`src/rtl/fpga_btn_conditioner.sv`:
```
// Button conditioner: 2FF sync, per-channel debounce, press pulses, stretched reset (FPGA_BTN_AUTOREPEAT_EN adds auto-repeat).
// Latency: raw edge to btn_level/btn_press is 2 + DEBOUNCE_CYCLES cycles; reset release to rst_out_n high is RST_HOLD_CYCLES.
// Backpressure: none, outputs are free-running levels and single-cycle pulses.
module fpga_btn_conditioner #(
    parameter int NUM_BTN         = 5,
    parameter int DEBOUNCE_CYCLES = 1000000,
    parameter int RST_HOLD_CYCLES = 16,
    parameter int REPEAT_DELAY    = 50000000,
    parameter int REPEAT_PERIOD   = 10000000
) (
    input  logic               clk,
    input  logic               rst,
    input  logic [NUM_BTN-1:0] btn_raw,
    input  logic               btn_rst,
    output logic [NUM_BTN-1:0] btn_level,
    output logic [NUM_BTN-1:0] btn_press,
    output logic               rst_out_n
);

    localparam int CW = $clog2(DEBOUNCE_CYCLES + 1);
    localparam int HW = $clog2(RST_HOLD_CYCLES + 1);
    localparam logic [CW-1:0] DEB_LAST  = CW'(DEBOUNCE_CYCLES - 1);
    localparam logic [HW-1:0] HOLD_LAST = HW'(RST_HOLD_CYCLES - 1);

    if (NUM_BTN < 1 || NUM_BTN > 16 || DEBOUNCE_CYCLES < 2 || RST_HOLD_CYCLES < 1 ||
        REPEAT_DELAY < 1 || REPEAT_PERIOD < 1) begin : g_bad_params
        $error("fpga_btn_conditioner: parameter out of range");
    end

    logic [NUM_BTN-1:0] btn_s1_q, btn_s2_q;
    logic               rst_s1_q, rst_s2_q;
    logic [CW-1:0]      deb_cnt_q [NUM_BTN];
    logic [CW-1:0]      deb_cnt_d [NUM_BTN];
    logic [NUM_BTN-1:0] level_q, level_d;
    logic [NUM_BTN-1:0] press_q, press_d;
    logic [NUM_BTN-1:0] toggle, rise;
    logic [HW-1:0]      hold_cnt_q, hold_cnt_d;
    logic               rst_n_q, rst_n_d;

    always_comb begin
        toggle = '0;
        for (int i = 0; i < NUM_BTN; i++) begin
            deb_cnt_d[i] = '0;
            if (btn_s2_q[i] != level_q[i]) begin
                if (deb_cnt_q[i] == DEB_LAST) begin
                    toggle[i] = 1'b1;
                end else begin
                    deb_cnt_d[i] = deb_cnt_q[i] + 1'b1;
                end
            end
        end
        level_d = level_q ^ toggle;
        rise    = toggle & ~level_q;
    end

`ifdef FPGA_BTN_AUTOREPEAT_EN
    localparam int RMAX = (REPEAT_DELAY > REPEAT_PERIOD) ? REPEAT_DELAY : REPEAT_PERIOD;
    localparam int RW   = $clog2(RMAX + 1);
    localparam logic [RW-1:0] DLY_LAST = RW'(REPEAT_DELAY - 1);
    localparam logic [RW-1:0] PER_LAST = RW'(REPEAT_PERIOD - 1);

    logic [RW-1:0]      rep_cnt_q [NUM_BTN];
    logic [RW-1:0]      rep_cnt_d [NUM_BTN];
    logic [NUM_BTN-1:0] rep_arm_q, rep_arm_d, rep_fire;

    // rep_arm_q selects the period phase once the initial delay has elapsed.
    always_comb begin
        rep_fire  = '0;
        rep_arm_d = rep_arm_q;
        for (int i = 0; i < NUM_BTN; i++) begin
            rep_cnt_d[i] = rep_cnt_q[i];
            if (!level_q[i] || toggle[i]) begin
                rep_cnt_d[i] = '0;
                rep_arm_d[i] = 1'b0;
            end else if ((!rep_arm_q[i] && rep_cnt_q[i] == DLY_LAST) ||
                         ( rep_arm_q[i] && rep_cnt_q[i] == PER_LAST)) begin
                rep_fire[i]  = 1'b1;
                rep_cnt_d[i] = '0;
                rep_arm_d[i] = 1'b1;
            end else begin
                rep_cnt_d[i] = rep_cnt_q[i] + 1'b1;
            end
        end
    end

    always_ff @(posedge clk or posedge rst) begin
        if (rst) begin
            rep_arm_q <= '0;
            for (int i = 0; i < NUM_BTN; i++) rep_cnt_q[i] <= '0;
        end else begin
            rep_arm_q <= rep_arm_d;
            for (int i = 0; i < NUM_BTN; i++) rep_cnt_q[i] <= rep_cnt_d[i];
        end
    end

    assign press_d = rise | rep_fire;
`else
    assign press_d = rise;
`endif

    // btn_rst is deliberately not debounced: any synced high cycle restarts the hold.
    always_comb begin
        hold_cnt_d = hold_cnt_q;
        rst_n_d    = rst_n_q;
        if (rst_s2_q) begin
            hold_cnt_d = '0;
            rst_n_d    = 1'b0;
        end else if (!rst_n_q) begin
            if (hold_cnt_q == HOLD_LAST) begin
                hold_cnt_d = '0;
                rst_n_d    = 1'b1;
            end else begin
                hold_cnt_d = hold_cnt_q + 1'b1;
            end
        end
    end

    always_ff @(posedge clk or posedge rst) begin
        if (rst) begin
            btn_s1_q   <= '0;
            btn_s2_q   <= '0;
            rst_s1_q   <= 1'b0;
            rst_s2_q   <= 1'b0;
            level_q    <= '0;
            press_q    <= '0;
            hold_cnt_q <= '0;
            rst_n_q    <= 1'b0;
            for (int i = 0; i < NUM_BTN; i++) deb_cnt_q[i] <= '0;
        end else begin
            btn_s1_q   <= btn_raw;
            btn_s2_q   <= btn_s1_q;
            rst_s1_q   <= btn_rst;
            rst_s2_q   <= rst_s1_q;
            level_q    <= level_d;
            press_q    <= press_d;
            hold_cnt_q <= hold_cnt_d;
            rst_n_q    <= rst_n_d;
            for (int i = 0; i < NUM_BTN; i++) deb_cnt_q[i] <= deb_cnt_d[i];
        end
    end

    assign btn_level = level_q;
    assign btn_press = press_q;
    assign rst_out_n = rst_n_q;

endmodule

```
`config.mk`:
```
export PLATFORM = sky130hd
export DESIGN_NAME = fpga_btn_conditioner
export DESIGN_NICKNAME = d
export VERILOG_FILES = /design/src/rtl/fpga_btn_conditioner.sv
export SDC_FILE = /design/constraint.sdc
export NUM_CORES = 1
export LEC_CHECK = 0
export BUFFER_PORTS_ARGS = -buffer_cell sky130_fd_sc_hd__clkbuf_2
export CORE_MARGIN = 2
export CORE_UTILIZATION = 35
export DETAILED_ROUTE_END_ITERATION = 10
export GPL_ROUTABILITY_DRIVEN = 0
export HOLD_SLACK_MARGIN = 0.06
export RECOVER_POWER = 25
export SLEW_MARGIN = 40
export SYNTH_ARGS = -nofsm -noshare
export SYNTH_HDL_FRONTEND = slang
export SYNTH_SLANG_ARGS = --single-unit
```
`constraint.sdc`:
```
create_clock -name clk -period 7.2 [get_ports clk]
set_input_delay 0.72 -clock clk [delete_from_list [all_inputs] [get_ports clk]]
set_output_delay 0.72 -clock clk [all_outputs]
set_load 0.02 [all_outputs]
```
==> metrics, run 1 <==
Ys Warns 0; post-layout net count 626; Tmin final 2960 ps; compound-gate portion of the synthesized area 5.24%; HPWL after DPL 7400 um; CP Class primary input to asynchronous set/reset pin; Synth Net Count 598; Post-Place Setup Slack 4960 ps; fillers 1607; die height 134 um; Overflow after GRT 0; Ant. Diodes 0; Worst-Skew Late Latency 410 ps; end of the worst hold path btn_s2_q[4]$_DFF_PP0_; Max clock buf depth 2; Cell Area, Placed 6300 sq um; simple logic cell fraction of the synthesized area 24.8%; Design Area, Final just under 7000 sq um; Slew Limit Fails 74; CP endpoint kind asynchronous set/reset pin; layout cells sized above 1 11.8%; Largest delay share family, worst path buffers and inverters; final cell count without fillers 845; FF-to-FF setup slack 4940 ps; CP startpoint kind primary input; clk_skew 7.91 ps; Required @ worst endpoint 7670 ps; Worst-Margin Slew between 3000 and 4000 ps; Final Hold Vio Count 0; CTS root buffer clkbuf_16; post-synth cell types 42; Synth Flop Type dfrtp_1; pwr dens ~240 nW/um^2; Initial Util 35.7%; HP Class flip-flop to flip-flop; I/O Buffers 18; largest net degree at the start of global routing 74; via count 4321; Syn Std Cell Area just under 6000 sq um; Reg2Reg Depth 6; Critical Path, Cell by Cell clkbuf_2 -> clkinvlp_2 -> buf_4; antenna-violating nets left 0; post-synthesis sequential area ratio a little over half; Residual DRC 0; CTS tree done; htree depth 4; Pint 1.31 mW; total wire length after detailed routing 11300 um; post-layout util approximately two fifths; hold path depth 0; post-synthesis xor/xnor area fraction between 10 and 15%; Synth Area in Adders about 1.3%; Seq pwr share 44.8%; Post-synth EDFFs 0; Core ar. 16600 sq um; Reg-to-Reg Start deb_cnt_q[20]$_DFF_PP0_; worst setup margin ~4200 ps; max-cap violations 1; initial antenna violation count 0; Die X roughly 130 um; mux cell area share after synthesis about 1.3%; total track usage a little over an eighth; clk slew on worst S/H paths 50 ps; critical path arrival 3430 ps; Crit-path slowest cell clkinvlp_2; setup repair bufs after CTS 0; FP Rows 47; Period Utilization, post-route 41.2%; Sw Ratio ~21%; Placed Cells 813; syn avg cell area around 10 sq um; failing checks capacitance limit, slew limit; asr flop ratio synth 100%; first-pass GRT wire length 20100 um; peak supply drop 0.000156 V; # IOs 19; CP Buf/Inv Count 3; setup TNS 0 ps; vias per inst 5.11; First-pass DRT Iterations 4; total CTS buffers 17; Hold Path Origin btn_s1_q[4]$_DFF_PP0_; worst flop-to-flop path endpoint deb_cnt_q[37]$_DFF_PP0_; WL per Instance 13.4 um; largest fanout on the critical path between 70 and 80; Final setup viols 0; Max-slew headroom -110%; Yosys reg bits ~130; maximum clock frequency 0.337 GHz; largest family of logic cells by synthesized area simple AND/OR/NAND/NOR gates; Psw 0.341 mW; die area 18000 sq um; cell count after synthesis about 580; clock power share 52.5%; status complete, but fails checks; Layout area overhead 16.5%; Leak 2.82 nW; # hold bufs at CTS 0; Resized Gates After CTS 0; setup repair after global routing missed its margin false; total clock sinks 128; Logic pwr share 2.7%; largest stage delay on the critical path approximately 1700 ps; vias in the first global route 4296; Starting DRT DRC Count 237
worst max path at each step:
stage	start	endpoint	slack, ps	depth (start not counted)
after detailed placement	deb_cnt_q[20]$_DFF_PP0_	deb_cnt_q[37]$_DFF_PP0_	4960	6
after global placement	rst	deb_cnt_q[20]$_DFF_PP0_	4970	3
after global routing	rst	rst_s1_q$_DFF_PP0_	3650	3
after CTS	deb_cnt_q[20]$_DFF_PP0_	deb_cnt_q[37]$_DFF_PP0_	4950	6
final	rst	deb_cnt_q[35]$_DFF_PP0_	4240	3
after floorplan	rst	asynchronous set/reset pin	3070	1
area by class of cell:
| type | instances | area [sq um] | share of cell area (%) |
|---|---|---|---|
| Clock buffer | 22 | 474 | 6.87 |
| Clock inverter | 10 | 131 | 1.90 |
| Inverter | 18 | 68.8 | 0.998 |
| Multi-Input combinational cell | 423 | 2610 | 37.8 |
| Sequential cell | 128 | 3200 | 46.4 |
| Tap cell | 220 | 275 | 3.99 |
| Timing Repair Buffer | 24 | 135 | 1.96 |
power groups by stage:
stage | clock network (mW) | logic [mW] | registers [mW]
floorplan | 0 | 0.0329 | 0.752
global placement | 0 | 0.0448 | 0.754
CTS | 0.892 | 0.0470 | 0.742
finish | 0.869 | 0.0447 | 0.743
global route | 0.929 | 0.0528 | 0.744
detailed placement | 0 | 0.0467 | 0.755
stage by stage:
step           power [mW]  hold slack [ps]
2_1_floorplan       0.785              331
3_3_place_gp        0.798              337
3_5_place_dp        0.801              337
4_1_cts              1.68              351
5_1_grt              1.73              352
6_report             1.66              348
routing by layer:
metal	global-route usage, %	share of wire (%)	vias up
li1	-	-	2118
met1	18.0	48	2136
met2	21.7	48	61
met3	4.57	3.6	6
met4	3.92	0.87	0
met5	0	0	-
logic make-up (layout without fill, tap and decap cells):
| logic type | after synthesis | count (layout) |
|---|---|---|
| and+or+nand+nor | 285 | 285 |
| DFF | 128 | 128 |
| xor gates and xnor gates | 75 | 75 |
| AOI/OAI and AO/OA | 50 | 50 |
| buffers and inverters | 33 | 74 |
| muxes | 7 | 7 |
| adders and majority gates | 6 | 6 |
flip-flops by register name, indices dropped and copies added, names as in the netlist, named ones only:
register and flops:
hold_cnt_q 5, rst_out_n 1, rst_s2_q 1, rst_s1_q 1, btn_press 5, btn_s2_q 5, deb_cnt_q 100, btn_s1_q 5
worst reg2reg max path, stage by stage, from the launching register on:
cell and delay, ps:
dfrtp_1 410, ha_1 230, and3_1 260, nand3_1 190
o31ai_2 680, buf_4 300, a21oi_1 70
cell usage after synthesis (2+ instances only):
library cell | number | area, sq um
dfrtp_1 | 128 | 3200
nor2_1 | 95 | 357
xnor2_1 | 44 | 385
nand3_1 | 33 | 165
nand2_1 | 32 | 120
xor2_1 | 31 | 272
nand4_1 | 30 | 188
a21oi_1 | 23 | 115
nor4_1 | 20 | 125
nor3_1 | 19 | 95.1
inv_1 | 18 | 67.6
clkbuf_1 | 13 | 48.8
o31ai_1 | 12 | 90.1
and3_1 | 11 | 68.8
or4_1 | 11 | 82.6
or3_1 | 9 | 56.3
o21ai_0 | 8 | 40.0
ha_1 | 6 | 75.1
mux2_2 | 5 | 56.3
a31o_2 | 4 | 35.0
and3b_1 | 4 | 35.0
and4_1 | 3 | 26.3
nor2b_1 | 3 | 18.8
and2_1 | 2 | 12.5
mux2i_1 | 2 | 20.0
nand4bb_1 | 2 | 22.5
cells in the final DEF, fill, tap and decap left out, types with 4 or more instances in the layout:
| cell type | instances |
|---|---|
| nor3_1 | 19 |
| or3_1 | 9 |
| clkbuf_16 | 17 |
| nand2_1 | 32 |
| nor2_1 | 95 |
| ha_1 | 6 |
| nor4_1 | 20 |
| a21oi_1 | 23 |
| o31ai_1 | 8 |
| nand3_1 | 33 |
| inv_1 | 17 |
| nand4_1 | 30 |
| buf_4 | 6 |
| mux2_2 | 5 |
| dfrtp_1 | 128 |
| xor2_1 | 31 |
| and3_1 | 11 |
| and3b_1 | 4 |
| a31o_2 | 4 |
| o21ai_0 | 8 |
| clkbuf_2 | 18 |
| o31ai_2 | 5 |
| or4_1 | 11 |
| xnor2_1 | 44 |
| clkinv_2 | 5 |
(Power assumes the default switching activity.)
==> inputs of run 2 (changes only) <==
==> constraint.sdc (replaced) <==
create_clock -name clk -period 2.9 [get_ports clk]
set_input_delay 0.29 -clock clk [delete_from_list [all_inputs] [get_ports clk]]
set_output_delay 0.29 -clock clk [all_outputs]
set_load 0.02 [all_outputs]
==> run 2 against run 1 <==
Compared with the run above: the flow now finishes without violations; clock power grew to 2.6 times the previous value; sequential power is 150% higher; via count is 1.8% higher; hold slack better by 3.6 ps; flip-flop and latch count stayed put; total power grew to 2.6 times the previous value; highest routed layer unchanged.
==> metrics, run 2 (synthesized netlist as in run 1, its figures left out) <==
Largest register FFs 100 (unchanged); Residual DRC 0 (unchanged); largest fanout on the critical path 40 (-45%); HP Class flip-flop to flip-flop; layout cells sized above 1 10.9% (-0.94 points); I/O Buffers 18 (unchanged); pwr dens 604 nW/um^2 (+150%); Final Hold Vio Count 0 (unchanged); FP Rows 47 (unchanged); Most flops, register deb_cnt_q; Placed Cells 814 (+0.12%); Worst path most repeated cell clkbuf_2; Psw 0.888 mW (+160%); crit path launch rst; WL per Instance 13.2 um (-1.2%); Sw Ratio 20.9% (+0.33 points); worst flop-to-flop path endpoint deb_cnt_q[92]$_DFF_PP0_; Critical Path, Cell by Cell dlygate4sd3_1 -> clkbuf_2 -> clkinvlp_2 -> clkbuf_2; total CTS buffers 17 (unchanged); final cell count without fillers 853 (+0.95%); total clock sinks 128 (unchanged); CTS root buffer clkbuf_16; post-layout net count 634 (+1.3%); htree depth 4 (unchanged); setup repair bufs after CTS 0 (unchanged); setup repair after global routing missed its margin false; Max-slew headroom 12.5% (+120 points); Crit-path slowest cell clkbuf_2; peak supply drop 0.000463 V (+200%); commonest non-fill, non-tap cell in the layout dfrtp_1; Period Utilization, post-route approximately 76%; largest net degree at the start of global routing 62 (-16%); Core ar. 16600 sq um (unchanged); Starting DRT DRC Count 293 (+24%); Hold Path Origin btn_s1_q[0]$_DFF_PP0_; FF-to-FF setup slack 720 ps (-4220 ps); first-pass GRT wire length 19800 um (-1.5%); status finished clean; Pint 3.35 mW (+150%); Overflow after GRT 0 (unchanged); final hold slack 352 ps (+3.59 ps); vias in the first global route 4468 (+4.0%); die height 134 um (unchanged); CTS tree done; Worst-Skew Late Latency 410 ps (about the same); via count 4399 (+1.8%); Max clock buf depth 2 (unchanged); Seq pwr share 43.5% (-1.3 points); largest stage delay on the critical path 880 ps (-860 ps); initial antenna violation count 0 (unchanged); CP endpoint kind asynchronous set/reset pin; most frequent cells in the layout dfrtp_1 (128), nor2_1 (95), xnor2_1 (44); Ant. Diodes 0 (unchanged); clk_skew 5.50 ps (-2.41 ps); fillers 1600 (-0.44%); Required @ worst endpoint 3290 ps (-4380 ps); Initial Util 35.7% (unchanged); Tmin final 2220 ps; Slew Limit Fails 0 (-100%); hold path depth 0 (unchanged); total track usage 13.6% (-0.050 points); Multi-input gate area 2610 sq um (unchanged); First-pass DRT Iterations 4 (unchanged); CP startpoint kind primary input; clock power share 53.7% (+1.2 points); max-cap violations 0 (-1); Leak 2.85 nW (+0.91%); HPWL after DPL 7660 um (+3.5%); Layout area overhead 18.4%; CP Class primary input to asynchronous set/reset pin; Reg-to-Reg Start deb_cnt_q[96]$_DFF_PP0_; Die X 134 um (unchanged); Logic pwr share 2.9% (+0.2 points); Worst-Margin Slew 1310 ps (-1820 ps); Reg2Reg Depth 5 (-1); end of the worst hold path btn_s2_q[0]$_DFF_PP0_; maximum clock frequency 0.451 GHz; total wire length after detailed routing 11300 um (-0.25%); vias per inst 5.16 (+0.85%); clk slew on worst S/H paths 60 ps (about the same); # IOs 19 (unchanged); antenna-violating nets left 0 (unchanged); Final setup viols 0 (unchanged); register area 3200 sq um (unchanged); critical path arrival 2610 ps (-820 ps); setup TNS 0 ps (unchanged); die area 18000 sq um (unchanged)
run 2: cell count changes in the layout (fill, tap and decap cells not counted), sizes merged:
cell and change:
bufinv +1, dlygate4sd3 +7
run 2: worst max-delay path by stage:
| stage | to |
|---|---|
| 2_1_floorplan | deb_cnt_q[37]$_DFF_PP0_ |
| 3_3_place_gp | deb_cnt_q[92]$_DFF_PP0_ |
| 3_5_place_dp | deb_cnt_q[84]$_DFF_PP0_ |
| 4_1_cts | deb_cnt_q[80]$_DFF_PP0_ |
| 5_1_grt | btn_press[2]$_DFF_PP0_ |
| 6_report | deb_cnt_q[59]$_DFF_PP0_ |
run 2: stage by stage:
step / cell area, sq um / util, % / power [mW] / setup slack (ps)
6_report: 7010 / 42.3 / 4.24 / 684
5_1_grt: 7010 / 42.3 / 4.40 / 285
4_1_cts: 7040 / 42.4 / 4.31 / 707
3_5_place_dp: 6330 / 38.2 / 2.00 / 731
3_3_place_gp: 6330 / 38.2 / 1.99 / 807
2_1_floorplan: 5930 / - / 1.95 / 997
run 2: critical path: cells and delay by family:
kind                   cells  cell delay, ps
buffers and inverters      4            2290
run 2: layout make-up:
cell class	instances	share of cell area, %
clock buffer	21	6.57
clock inverter	11	2.57
inverter	18	0.981
multi-input combinational	423	37.2
sequential	128	45.7
tap	220	3.93
timing repair buffer	32	3.07
run 2: power groups by stage:
stage	clock network [mW]	registers, mW	logic, mW
finish	2.28	1.84	0.121
global route	2.41	1.85	0.144
CTS	2.34	1.84	0.130
detailed placement	0	1.87	0.122
global placement	0	1.87	0.116
floorplan	0	1.87	0.0820
run 2: what timing repair did:
item	in CTS	in global routing
gates resized for setup	0	0
hold endpoints to repair	33	0
hold buffers	7	0
run 2: metal layers:
metal  share of wire (%)  vias to the layer above  wire [um]  GRT usage [%]
met4                 2.0                        0        226           5.96
met2                  49                       76       5510           23.2
li1                    -                     2140          -              -
met3                 3.4                       19        385           3.93
met1                  46                     2164       5170           16.1
met5                   0                        -          0              0
==> inputs of run 3 (changes only) <==
--- a/config.mk
+++ b/config.mk
@@ -5,6 +5,7 @@
 export SDC_FILE = /design/constraint.sdc
 export NUM_CORES = 1
 export LEC_CHECK = 0
+export ABC_AREA = 1
 export BUFFER_PORTS_ARGS = -buffer_cell sky130_fd_sc_hd__clkbuf_2
 export CORE_MARGIN = 2
 export CORE_UTILIZATION = 35
==> constraint.sdc (replaced) <==
create_clock -name clk -period 2.1 [get_ports clk]
set_input_delay 0.21 -clock clk [delete_from_list [all_inputs] [get_ports clk]]
set_output_delay 0.21 -clock clk [all_outputs]
set_load 0.02 [all_outputs]
==> run 3 against run 2 <==
Compared with the run above: total power increased by 32%; critical path depth increased by 4; highest routed layer unchanged; clock power increased by 26%.
==> metrics, run 3 <==
via count 5168 (+17%); CP endpoint kind flip-flop; layout cells sized above 1 11.9% (+0.99 points); HP Class flip-flop to flip-flop; Residual DRC 0 (unchanged); # IOs 19 (unchanged); die height 142 um (+6.0%); post-layout net count 876 (+38%); largest fanout on the critical path 7 (-83%); post-synthesis sequential area ratio 48.0% (-6.1 points); CTS tree done; largest net degree at the start of global routing 34 (-45%); end of the worst hold path btn_s2_q[0]$_DFF_PP0_; vias per inst 4.66 (-9.6%); setup repair after global routing missed its margin false; Leak 3.26 nW (+15%); total CTS buffers 17 (unchanged); Die X 142 um (+6.0%); status finished clean; asr flop ratio synth 100% (unchanged); pwr dens 721 nW/um^2 (+19%); commonest non-fill, non-tap cell in the layout nor2_1; I/O Buffers 18 (unchanged); Worst-Skew Late Latency 410 ps (about the same); top-count cell post-synth nor2_1; worst flop-to-flop path endpoint deb_cnt_q[25]$_DFF_PP0_; final cell count without fillers 1109 (+30%); total track usage 14.3% (+0.63 points); post-synth top area cell dfrtp_1; Final Power 5.60 mW (+32%); vias in the first global route 4951 (+11%); initial antenna violation count 0 (unchanged); Final Hold Vio Count 0 (unchanged); htree depth 4 (unchanged); Post-Place Setup Slack 516 ps (-215 ps); top post-synthesis cells by count nor2_1 (215), nand2_1 (135), dfrtp_1 (128), nand3_1 (86), inv_1 (71); Hold Path Origin btn_s1_q[0]$_DFF_PP0_; Design Area, Final 7770 sq um (+11%); Post-synth EDFFs 0 (unchanged); Syn Std Cell Area 6680 sq um (+13%); first-pass GRT wire length 23400 um (+18%); syn avg cell area 8.17 sq um (-19%); CP startpoint kind flip-flop; Starting DRT DRC Count 315 (+7.5%); hold path depth 0 (unchanged); Required @ worst endpoint 2450 ps (-840 ps); Period Utilization, post-route 75.8%; post-synth cell types 29 (-31%); Max clock buf depth 2 (unchanged); WL per Instance 12.1 um (-8.5%); Largest register FFs 100 (unchanged); antenna-violating nets left 0 (unchanged); Largest delay share family, worst path simple AND/OR/NAND/NOR gates; Most flops, register deb_cnt_q; Yosys reg bits 128 (unchanged); total clock sinks 128 (unchanged); CP Class flip-flop to flip-flop; Tmin final around 1600 ps; Worst-Margin Slew 1330 ps (+21.2 ps); Placed Cells 1070 (+31%); post-layout util 41.5% (-0.75 points); final hold slack 343 ps (-9.10 ps); total wire length after detailed routing 13400 um (+19%); worst setup margin 508 ps (-176 ps); setup TNS 0 ps (unchanged); Core ar. 18700 sq um (+13%); Slew Limit Fails 0 (unchanged); Ys Warns 0 (unchanged); Reg-to-Reg Start deb_cnt_q[20]$_DFF_PP0_; FF-to-FF setup slack 510 ps (-210 ps); setup repair bufs after CTS 0 (unchanged); Overflow after GRT 0 (unchanged); Initial Util 35.7% (about the same); Reg2Reg Depth 8 (+3); Ant. Diodes 0 (unchanged); Crit-path slowest cell dfrtp_1; post-synth top area share 48.0% (-6.1 points); Critical Path, Cell by Cell ha_1 -> nand2_1 -> nor2_4 -> nand2_1 -> nor2_1 -> a21oi_2 -> inv_2 -> nor2_1; largest stage delay on the critical path 400 ps (-480 ps); Synth Flop Type dfrtp_1; Resized Gates After CTS 0 (unchanged); maximum clock frequency 0.628 GHz; critical path arrival 1940 ps (-670 ps); cell count after synthesis 817 (+40%); FP Rows 50 (+6.4%); die area 20200 sq um (+12%); First-pass DRT Iterations 4 (unchanged); Cell Area, Placed 7130 sq um (+13%); HPWL after DPL 9500 um (+24%); max-cap violations 0 (unchanged); Area contributors post-synth dfrtp_1 (48%), nor2_1 (12%), nand2_1 (7.6%); Layout area overhead 16.4%; most frequent cells in the layout nor2_1 (215), nand2_1 (135), dfrtp_1 (128); CP Buf/Inv Count 1 (-3); Synth Net Count 831 (+39%); clk slew on worst S/H paths 60 ps (about the same); Max-slew headroom 11.0% (-1.4 points); peak supply drop 0.000464 V (+0.13%); # hold bufs at CTS 7 (unchanged); CTS root buffer clkbuf_16; Final setup viols 0 (unchanged); clk_skew 9.32 ps (+3.82 ps)
run 3: cell count changes after synthesis, moves of 20 or more:
cell / previous run / this run
inv_1: 18 / 71
nand2_1: 32 / 135
nand3_1: 33 / 86
nor4_1: 20 / 0
xnor2_1: 44 / 24
nor2_1: 95 / 215
run 3: cell families (layout without fill, tap and decap cells):
group,after synthesis,in the layout,synth area share [%]
and+or+nand+nor,521,521,36.4
DFF,128,128,48.0
buffers and inverters,77,135,4.40
xor gates and xnor gates,59,59,7.96
AOI/OAI and AO/OA,26,26,2.12
adders and majority gates,6,6,1.12
run 3: area by class of cell:
| cell class | instances | area (sq um) |
|---|---|---|
| repair buffers | 30 | 248 |
| multi-input cells | 612 | 3180 |
| inverters | 73 | 275 |
| fillers | 1838 | 10900 |
| well taps | 234 | 293 |
| clock buffers | 20 | 437 |
| flip-flops and latches | 128 | 3200 |
| clock inverters | 12 | 135 |
run 3: how the worst max path moves through the flow:
stage                                        from                         end  slack (ps)  depth (start not counted)
after floorplan                               rst  asynchronous set/reset pin         310                          1
after global placement    deb_cnt_q[20]$_DFF_PP0_     deb_cnt_q[20]$_DFF_PP0_         560                          8
after detailed placement  deb_cnt_q[20]$_DFF_PP0_     deb_cnt_q[25]$_DFF_PP0_         520                          8
after CTS                 deb_cnt_q[20]$_DFF_PP0_     deb_cnt_q[25]$_DFF_PP0_         500                          8
after global routing      deb_cnt_q[20]$_DFF_PP0_     deb_cnt_q[33]$_DFF_PP0_         360                          8
final                     deb_cnt_q[20]$_DFF_PP0_     deb_cnt_q[25]$_DFF_PP0_         510                          8
run 3: routing by layer:
layer  up-vias  global-route usage (%)  share of wire [%]
li1       2685                       -                  -
met2        76                    22.3                 45
met5         -                       0                  0
met1      2400                    19.5                 51
met3         7                    3.80                3.0
met4         0                    4.21               0.79
run 3: report_power, final:
group | internal, mW | total [mW] | switching [mW]
Combinational | 0.0661 | 0.186 | 0.119
Clock | 1.75 | 2.88 | 1.12
Sequential | 2.51 | 2.54 | 0.0333
